### config.mk
export PLATFORM = sky130hd
export DESIGN_NAME = reg_bus_xfer_ctrl
export DESIGN_NICKNAME = d
export VERILOG_FILES = /design/src/rtl/reg_bus_xfer_ctrl.sv
export SDC_FILE = /design/constraint.sdc
export NUM_CORES = 1
export LEC_CHECK = 0
export ABC_CLOCK_PERIOD_IN_PS = 3700
export CAP_MARGIN = 10
export CORE_MARGIN = 2
export CORE_UTILIZATION = 49
export DETAILED_ROUTE_END_ITERATION = 10
export PLACE_DENSITY = 0.82
export SLEW_MARGIN = 5
export SYNTH_ARGS = -nofsm -noshare
export SYNTH_HDL_FRONTEND = slang
export SYNTH_SLANG_ARGS = --single-unit
### constraint.sdc
create_clock -name clk50M_i -period 3.7 [get_ports clk50M_i]
set_clock_uncertainty 0.1 [all_clocks]
set_input_delay 0.37 -clock clk50M_i [delete_from_list [all_inputs] [get_ports clk50M_i]]
set_output_delay 0.37 -clock clk50M_i [all_outputs]
set_load 0.02 [all_outputs]
### src/rtl/reg_bus_xfer_ctrl.sv
// Register-bus transfer sequencer: one source-to-sink move at a time over the shared 8-bit bus.
// Optional macro BUS_TURNAROUND_EN inserts a dead TURN cycle after every transfer.
module reg_bus_xfer_ctrl #(
  parameter int NUM_REGS = 8,
  parameter int IDX_W    = $clog2(NUM_REGS)
) (
  input  logic                clk50M_i,
  input  logic                rst_ni,
  input  logic                req_valid_i,
  output logic                req_ready_o,
  input  logic [IDX_W-1:0]    req_src_i,
  input  logic                req_src_ext_i,
  input  logic [IDX_W-1:0]    req_dst_i,
  input  logic                req_dst_ext_i,
  output logic [NUM_REGS-1:0] ff_rd_o,
  output logic [NUM_REGS-1:0] ff_wr_o,
  output logic                ext_drv_o,
  output logic                ext_cap_o,
  output logic                busy_o,
  output logic                done_o,
  output logic                err_o
);

  typedef enum logic [2:0] {S_IDLE, S_SETUP, S_XFER, S_NOP, S_TURN} state_t;

  localparam logic [IDX_W:0]    LP_NUM = (IDX_W+1)'(NUM_REGS);
  localparam logic [NUM_REGS-1:0] LP_ONE = NUM_REGS'(1);

  state_t              r_state, w_state_nxt;
  logic [IDX_W-1:0]    r_src, r_dst, w_src_nxt, w_dst_nxt;
  logic                r_src_ext, r_dst_ext, r_err;
  logic                w_src_ext_nxt, w_dst_ext_nxt, w_err_nxt;
  logic                w_accept, w_illegal, w_null, w_drive, w_sink, w_retire;
  logic [NUM_REGS-1:0] r_rd, r_wr;
  logic                r_xd, r_xc, r_done, r_err_pls;

  assign w_illegal = (!req_src_ext_i && ({1'b0, req_src_i} >= LP_NUM)) ||
                     (!req_dst_ext_i && ({1'b0, req_dst_i} >= LP_NUM));
  assign w_null    = (req_src_ext_i && req_dst_ext_i) ||
                     (!req_src_ext_i && !req_dst_ext_i && (req_src_i == req_dst_i));

  // The retiring state also accepts, so a new request can start on the retire edge.
`ifdef BUS_TURNAROUND_EN
  assign req_ready_o = (r_state == S_IDLE) || (r_state == S_TURN);
`else
  assign req_ready_o = (r_state == S_IDLE) || (r_state == S_XFER) || (r_state == S_NOP);
`endif

  assign w_accept = req_valid_i && req_ready_o;
  assign w_retire = (r_state == S_XFER) || (r_state == S_NOP);

  always_comb begin
    w_state_nxt   = S_IDLE;
    w_src_nxt     = r_src;
    w_dst_nxt     = r_dst;
    w_src_ext_nxt = r_src_ext;
    w_dst_ext_nxt = r_dst_ext;
    w_err_nxt     = r_err;
    case (r_state)
      S_SETUP: w_state_nxt = S_XFER;
`ifdef BUS_TURNAROUND_EN
      S_XFER, S_NOP: w_state_nxt = S_TURN;
`endif
      default: w_state_nxt = S_IDLE;
    endcase
    if (w_accept) begin
      w_src_nxt     = req_src_i;
      w_dst_nxt     = req_dst_i;
      w_src_ext_nxt = req_src_ext_i;
      w_dst_ext_nxt = req_dst_ext_i;
      w_err_nxt     = w_illegal;
      w_state_nxt   = (w_illegal || w_null) ? S_NOP : S_SETUP;
    end
  end

  // Enables are registered from the next state so they change only on clock edges.
  assign w_drive = (w_state_nxt == S_SETUP) || (w_state_nxt == S_XFER);
  assign w_sink  = (w_state_nxt == S_XFER);

  always_ff @(posedge clk50M_i or negedge rst_ni) begin
    if (!rst_ni) begin
      r_state   <= S_IDLE;
      r_rd      <= '0;
      r_wr      <= '0;
      r_xd      <= 1'b0;
      r_xc      <= 1'b0;
      r_done    <= 1'b0;
      r_err_pls <= 1'b0;
    end else begin
      r_state   <= w_state_nxt;
      r_rd      <= (w_drive && !w_src_ext_nxt) ? (LP_ONE << w_src_nxt) : '0;
      r_wr      <= (w_sink && !w_dst_ext_nxt) ? (LP_ONE << w_dst_nxt) : '0;
      r_xd      <= w_drive && w_src_ext_nxt;
      r_xc      <= w_sink && w_dst_ext_nxt;
      r_done    <= w_retire;
      r_err_pls <= (r_state == S_NOP) && r_err;
    end
  end

  always_ff @(posedge clk50M_i) begin
    r_src     <= w_src_nxt;
    r_dst     <= w_dst_nxt;
    r_src_ext <= w_src_ext_nxt;
    r_dst_ext <= w_dst_ext_nxt;
    r_err     <= w_err_nxt;
  end

  assign ff_rd_o   = r_rd;
  assign ff_wr_o   = r_wr;
  assign ext_drv_o = r_xd;
  assign ext_cap_o = r_xc;
  assign busy_o    = (r_state != S_IDLE);
  assign done_o    = r_done;
  assign err_o     = r_err_pls;

endmodule
======== After elaboration in Yosys (flattened, before gate mapping) ========
Cells that the tools add are included.
storage, ports and cells
  bits of input ports ..................... 11
  output and inout bits ................... 22
  flip-flop bits (word level) ............. 30
  logic and storage cells ................. 46
operators by class
  multiplexer cells ....................... 9
  reduce and logical (&&, ||, !) cells .... 19
  shift-type cells ........................ 2
  eq/ne operators ......................... 6
operators with widths
  cell                                                                    count
  8-bit two-way mux                                                       2
  1-bit by 3-bit left shift with 8-bit output (first input constant)      2
  3-bit by 2-bit equality test with 1-bit output (second input constant)  3
  1-bit logical AND                                                       8
  3-bit by 1-bit equality test with 1-bit output (second input constant)  2
  2-bit two-way mux                                                       3
  3-bit two-way mux                                                       2
  1-bit logical OR                                                        5
  1-bit logical NOT                                                       4
  3-bit equality test                                                     1
  3-bit logical NOT                                                       1
  3-bit nonzero test                                                      1
  1-bit two-way mux                                                       2

======== Depth between registers and ports, before layout ========
Gate-level depths: netlist of run 1.
  word-level depth ........................ 10
  mapped depth ............................ 7
  gate-level depth less buffers ........... 5

======== Least setup slack after synthesis of run 1 ========
OpenSTA, ideal clock, no wires.
  kind .................................... reg2reg
  start point ............................. register r_state[0]
  end point ............................... register r_rd[1] (netlist: ff_rd_o[1])
  setup time .............................. 0.136 ns
  setup slack ............................. 2.076 ns
  cell stages (with the launch flop) ...... 6
  period minus slack after synthesis ...... 1.624 ns
  arrival time ............................ 1.388 ns
  buffers on the path ..................... 1
  path through ............................ dfrtp_1 -> nor2b_1 -> buf_6 -> or4_4 -> o211ai_4 -> nor3_1
between the ends
  word-level cells in the longest chain between the ends .. 9
RTL lines
  what                                                                                                                     line  RTL
  start: declaration                                                                                                       29    state_t r_state, w_state_nxt;
  start signal: assignment                                                                                                 90    r_state <= w_state_nxt;
  3-bit by 2-bit equality test with 1-bit output / 3-bit logical NOT (equally long branches)                               46    assign req_ready_o = (r_state == S_IDLE) || (r_state == S_XFER) || (r_state == S_NOP);
  1-bit logical OR (2 in a row)                                                                                            46
  1-bit logical AND                                                                                                        49    assign w_accept = req_valid_i && req_ready_o;
  2-bit two-way mux                                                                                                        66    if (w_accept) begin
  3-bit by 1-bit equality test with 1-bit output / 3-bit by 2-bit equality test with 1-bit output (equally long branches)  77    assign w_drive = (w_state_nxt == S_SETUP) || (w_state_nxt == S_XFER);
  1-bit logical OR                                                                                                         77
  1-bit logical AND                                                                                                        91    r_rd <= (w_drive && !w_src_ext_nxt) ? (LP_ONE << w_src_nxt) : '0;
  8-bit two-way mux *                                                                                                      91
  end signal: assignment                                                                                                   91
  end: declaration                                                                                                         34    logic [NUM_REGS-1:0] r_rd, r_wr;
Mark *: on every way between the ends. The rest lies on a longest branch, timed or not.

======== Worst setup path in the final report of run 1 ========
  start point ............................. register r_state[1]
  end point ............................... output port req_ready_o
between the ends
  word-level cells in the longest chain between the ends .. 3
RTL lines
  what                                                                                        line  RTL
  3-bit by 2-bit equality test with 1-bit output / 3-bit logical NOT (equally long branches)  46
  1-bit logical OR                                                                            46
  1-bit logical OR *                                                                          46
  end: declaration                                                                            10    output logic req_ready_o,
Marks and branches as above.

==> results of run 1 <==
-- sequential cells by signal (all words and copies together), names as in the netlist --
| register | cells |
|---|---|
| ext_cap_o | 1 |
| done_o | 1 |
| ff_wr_o | 8 |
| ff_rd_o | 8 |
| r_state | 2 |
| r_src_ext | 1 |
| r_src | 3 |
| r_dst | 3 |
| r_dst_ext | 1 |
| ext_drv_o | 1 |
-- power by group through the flow --
stage,Combinational (W),Clock [W],Sequential [W]
2_1_floorplan,0.0000814,0,0.000380
3_3_place_gp,0.000142,0,0.000371
3_5_place_dp,0.000147,0,0.000373
4_1_cts,0.000148,0.000186,0.000366
5_1_grt,0.000161,0.000204,0.000372
6_report,0.000148,0.000182,0.000367
-- per-layer routing --
layer,up-vias,wire (microns)
met5,-,0
met4,0,69
met3,8,206
met2,54,1074
met1,401,886
li1,415,-
-- cell usage after synthesis --
cell	n
nor2b_1	1
mux2_2	5
a21oi_1	1
nor4b_1	7
and2_1	2
inv_1	6
o211ai_4	1
nand2b_1	2
buf_4	2
or2_2	1
nor2_1	1
or4_1	1
xor2_1	1
nand3_1	2
a31oi_1	4
clkbuf_1	3
nor4_1	7
and4b_1	1
dfxtp_1	8
or4_4	1
o21ai_0	4
and3_1	1
nor3b_1	1
conb_1	1
buf_6	1
nor3_1	3
dfrtp_1	21
o31ai_1	1
xnor2_1	2
nand2_1	7
mux2i_1	1
-- how the worst max path moves through the flow --
stage | endpoint | start | cells past startpoint
5_1_grt | req_ready_o | r_state[1] | 3
3_3_place_gp | req_ready_o | r_state[1] | 3
4_1_cts | req_ready_o | r_state[1] | 3
3_5_place_dp | ff_rd_o[6] | r_state[1] | 5
6_report | req_ready_o | r_state[1] | 3
2_1_floorplan | ff_rd_o[1] | r_state[0] | 5
-- per-stage QoR --
stage / instance area [sq um] / instances / utilization / hold WS (ns) / setup WS (ns)
final: 1524 / 161 / 0.6824 / 0.3206 / 0.9845
after global routing: 1524 / 161 / 0.6824 / 0.3329 / 0.8473
after CTS: 1524 / 161 / 0.6824 / 0.3140 / 1.048
after detailed placement: 1469 / 153 / 0.6577 / 0.2938 / 1.391
after global placement: 1469 / 153 / 0.6577 / 0.2703 / 1.505
after floorplan: 1161 / 100 / - / -0.02559 / 2.076
-- layout make-up --
class	count	area, sq um
Inverter	6	22.52
Tap cell	28	35.03
Timing Repair Buffer	31	310.3
Clock buffer	5	37.54
Fill cell	178	709.4
Clock inverter	3	17.52
Multi-Input combinational cell	59	415.4
Sequential cell	29	685.7
-- logic make-up (layout without fill, tap and decap cells) --
family / after synthesis / in the layout
compound gates: 11 / 11
flops: 29 / 29
simple gates: 38 / 38
other cells: 1 / 1
mux: 6 / 6
buf+inv: 12 / 45
xor+xnor: 3 / 3
-- worst max-delay path, delay by kind of cell, from the launching register on --
kind | cells | cell delay (ns)
AND/OR/NAND/NOR | 1 | 0.52
buffers and inverters | 2 | 0.98
flip-flops | 1 | 0.41
==> results.txt, run 1 <==
final net count - 143
Int Pwr - 0.0004835 W
Yosys reg bits - 29
number of I/O pins - 33
first-pass GRT wire length - 3677 microns
syn nets - 111
vias in the first global route - 831
Seq/Total Area, Yosys - 0.5905
post-DR vias/cell - 5.453
synth unique cells - 31
leading cell types by total area after synthesis - dfrtp_1 45%, dfxtp_1 14%, nor4b_1 5.3%
Hold Vio Cnt, Final - 0
largest net degree at the start of global routing - 22
worst-case reg-to-reg path depth - 5
r2r setup slk - 1.29 ns
RSZ-0062 raised after global routing - no
H-tree depth - 2
VDD IR max - 0.2957 mV
effective utilization at floorplan - 0.5199
adder-cell share of the synthesized area - 0
GR Util met1 - 0.2311
total track usage - 0.1998
post-cts sizing count - 0
top cell type's share of synthesized area - 0.4526
total gr overflow - 0
TritonCTS Buffers - 5
most frequent cells in the layout - 31 x clkdlybuf4s50_1, 21 x dfrtp_1, 8 x dfxtp_1
minimum clock period - 2.716 ns
reg2reg end - ff_rd_o[6]
Worst-Skew Late Latency - 0.34 ns
DRT iter0 DRCs - 25
critical path required time - 3.23 ns
clk buf depth - 2
Crit Path Category - flip-flop to output port
Slew HR - 0.4142
leak pwr - 0.6554 nW
M3 GR Usage - 0.05143
core box area - 2233 sq um
Diodes inserted - 0
CTS Sinks - 29
commonest non-fill, non-tap cell in the layout - clkdlybuf4s50_1
grt met2 use - 0.3125
TritonCTS clock tree - done
DRT Wirelength - 2236 microns
post-route DRC violation count - 0
endpoint class of the critical path - output port
Synth Area in XOR/XNOR - 0.02263
Die W - 52.68 microns
Net Sw Power - 0.0002134 W
root buffer cell - clkbuf_4
Max Cap Violations - 0
routability cong. - 0.8535
Worst path max stage delay - 0.62 ns
R2R Path Start - r_state[1]
Syn-to-layout area delta - 31.25%
Yosys top cell by area - dfrtp_1
Cell Pwr Density - 457.3 nW/um^2
hold path startpoint - r_state[1]
Critical Path Source Type - flip-flop
setup TNS - 0 ns
mux contribution to synthesized area - 0.05711
clock-pin transition on the worst setup and hold timing paths - 0.09 ns
post-route ant nets - 0
Die ar. - 2775 sq um
routed via count - 878
post-synthesis cell count - 100
Overall Power - 0.0006970 W
combinational family with the most area after synthesis - simple AND/OR/NAND/NOR gates
Ys Warns - 0
Post CTS Setup Buffer Count - 0
Hold Path Stages - 0
Post-DP HPWL - 1651 microns
# hold bufs at CTS - 0
crit-path max FO - 13
count of TritonRoute iterations in the first routing pass - 4
layer with the highest usage - met2
antenna violations before repair - 0
Sw Ratio - 0.3062
PortBufs - 31
slew at the pin with the worst max-slew slack - 0.8759 ns
Worst Path Arrival - 2.25 ns
Hold/Removal Path Class - flip-flop to flip-flop
status - finished, final reports clean
CP cell instances - nor2b_1 > inv_1 > clkdlybuf4s50_1
clock share of power - 0.262
final setup vio count - 0
Synth Area in Simple Gates - 0.2069
synthesized area - 1161 sq um
crit path max-delay cell type - clkdlybuf4s50_1
Tcrit/Tclk final - 0.7339
FMAX - 0.3683 GHz
Logic pwr share - 0.212
fin. max-slew vios - 0
Sequential Power Share - 0.527
compound-cell area share of the yosys netlist - 0.06789
row cnt - 17
Syn Area/Cell - 11.61 sq um
Worst Hold Endpoint - done_o
share of layout cells above drive strength 1 - 0.1203
die span in y - 52.68 microns
routed len/inst - 13.89 microns
No activity file was read; power rests on OpenSTA's default activity.
==> inputs of run 2 (changes only) <==
--- a/config.mk
+++ b/config.mk
@@ -5,12 +5,12 @@
 export SDC_FILE = /design/constraint.sdc
 export NUM_CORES = 1
 export LEC_CHECK = 0
-export ABC_CLOCK_PERIOD_IN_PS = 3700
+export ABC_CLOCK_PERIOD_IN_PS = 2800
 export CAP_MARGIN = 10
 export CORE_MARGIN = 2
-export CORE_UTILIZATION = 49
+export CORE_UTILIZATION = 46
 export DETAILED_ROUTE_END_ITERATION = 10
-export PLACE_DENSITY = 0.82
+export PLACE_DENSITY = 0.78
 export SLEW_MARGIN = 5
 export SYNTH_ARGS = -nofsm -noshare
 export SYNTH_HDL_FRONTEND = slang
==> constraint.sdc (replaced) <==
create_clock -name clk50M_i -period 2.8 [get_ports clk50M_i]
set_clock_uncertainty 0.1 [all_clocks]
set_input_delay 0.28 -clock clk50M_i [delete_from_list [all_inputs] [get_ports clk50M_i]]
set_output_delay 0.28 -clock clk50M_i [all_outputs]
set_load 0.02 [all_outputs]
==> run 2 against run 1 <==
- routed wire length decreased by 0.63%
- die area increased by 6.0%
- sequential cell count unchanged
- register-to-register slack got worse by 0.82 ns
- critical path type unchanged
- critical endpoint unchanged
- largest power group unchanged
- highest routed layer unchanged
==> results.txt, run 2 (synthesized netlist as in run 1, its figures left out) <==
status - finished, final reports clean
setup TNS - 0 ns
fin. max-slew vios - 0
endpoint class of the critical path - output port
R2R Path Start - r_state[1]
critical path required time - 2.42 ns
Worst Path Arrival - 2.16 ns
minimum clock period - 2.538 ns
die span in y - 54.24 microns
row cnt - 18
PortBufs - 31
RSZ-0062 raised after global routing - no
Die W - 54.24 microns
worst-case reg-to-reg path depth - 5
Die ar. - 2942 sq um
Critical Path Source Type - flip-flop
CP cell instances - nor2b_1 > inv_1 > clkdlybuf4s50_1
Filler Cell Count - 198
TritonCTS Buffers - 5
DP Area - 1471 sq um
most frequent cells in the layout - 31 x clkdlybuf4s50_1, 21 x dfrtp_1, 8 x dfxtp_1
root buffer cell - clkbuf_4
post-route ant nets - 0
crit-path max FO - 13
Diodes inserted - 0
Multi-input gate area - 415.4 sq um
Post CTS Setup Buffer Count - 0
total track usage - 0.1825
post-route DRC violation count - 0
Worst path max stage delay - 0.62 ns
Crit Path Category - flip-flop to output port
CTS Sinks - 29
first-pass GRT wire length - 3512 microns
clock-pin transition on the worst setup and hold timing paths - 0.09 ns
FMAX - 0.3940 GHz
r2r setup slk - 0.47 ns
commonest non-fill, non-tap cell in the layout - clkdlybuf4s50_1
crit path max-delay cell type - clkdlybuf4s50_1
DRT iter0 DRCs - 11
post-DR vias/cell - 5.301
Hold/Removal Path Class - flip-flop to flip-flop
number of I/O pins - 33
Slew HR - 0.4176
CP startpoint - r_state[1]
Cell Pwr Density - 700.7 nW/um^2
total gr overflow - 0
critical path endpoint - req_ready_o
final net count - 143
Levels on crit path - 3
Syn-to-layout area delta - 35.56%
routability cong. - 0.7454
count of TritonRoute iterations in the first routing pass - 4
effective utilization at floorplan - 0.4774
Max Cap Violations - 0
Largest delay share family, worst path - buffers and inverters
antenna violations before repair - 0
H-tree depth - 2
WP buf/inv - 2
post-cts sizing count - 0
TritonCTS clock tree - done
routed len/inst - 13.63 microns
Worst-Skew Late Latency - 0.34 ns
VDD IR max - 0.6876 mV
placed insts - 155
Min Hold Slack - 0.2966 ns
leak pwr - 0.6796 nW
Hold Vio Cnt, Final - 0
Post-DP HPWL - 1583 microns
slew at the pin with the worst max-slew slack - 0.8709 ns
Reg area - 685.7 sq um
largest net degree at the start of global routing - 22
share of layout cells above drive strength 1 - 0.1203
DRT Wirelength - 2222 microns
reg2reg end - ff_rd_o[6]
clk buf depth - 2
Finished Layout Cells - 163
core box area - 2432 sq um
post-layout instance area - 1574 sq um
final setup vio count - 0
# hold bufs at CTS - 0
vias in the first global route - 772
Tcrit/Tclk final - 0.9064
routed via count - 864
==> run 2: worst min path at each step <==
stage,slack (ns),endpoint,startpoint,cells past startpoint
global placement,0.27,done_o,r_state[1],0
floorplan,-0.12,done_o,rst_ni,0
detailed placement,0.28,done_o,r_state[1],0
global route,0.32,done_o,r_state[1],0
finish,0.30,done_o,r_state[1],0
CTS,0.30,done_o,r_state[1],0
==> run 2: layout make-up <==
| class | count | share of cell area |
|---|---|---|
| Sequential cell | 29 | 0.4356 |
| Multi-Input combinational cell | 59 | 0.2639 |
| Timing Repair Buffer | 31 | 0.1971 |
| Clock inverter | 3 | 0.04134 |
| Clock buffer | 5 | 0.02385 |
| Tap cell | 30 | 0.02385 |
| Inverter | 6 | 0.01431 |
==> run 2: through the flow <==
| step | worst slack [ns] | total power [W] | utilization |
|---|---|---|---|
| global placement | 0.6130 | 0.0006793 | 0.6049 |
| detailed placement | 0.5122 | 0.0006869 | 0.6049 |
| global route | 0.1101 | 0.001149 | 0.6471 |
| floorplan | 1.176 | 0.0006096 | - |
| finish | 0.2622 | 0.001103 | 0.6471 |
| CTS | 0.2398 | 0.001111 | 0.6471 |
==> run 2: report_power, final <==
part | internal, W | switching, W
sequential | 0.000455 | 0.0000298
combinational | 0.0000892 | 0.000105
clock | 0.000276 | 0.000147
==> run 2: metal layers <==
metal  part of all wire  up-vias  GRT usage
met5                  0        -          0
met4              0.025        0    0.08750
met3              0.071        5    0.09016
met2               0.47       32     0.2791
met1               0.43      406     0.2133
li1                   -      421          -
==> inputs of run 3 (changes only) <==
--- a/config.mk
+++ b/config.mk
@@ -10,6 +10,7 @@
 export CORE_MARGIN = 2
 export CORE_UTILIZATION = 46
 export DETAILED_ROUTE_END_ITERATION = 10
+export HOLD_SLACK_MARGIN = 0.12
 export PLACE_DENSITY = 0.78
 export SLEW_MARGIN = 5
 export SYNTH_ARGS = -nofsm -noshare
==> results of run 3 <==
Final layout, timing and power as in run 2 (identical DEF).
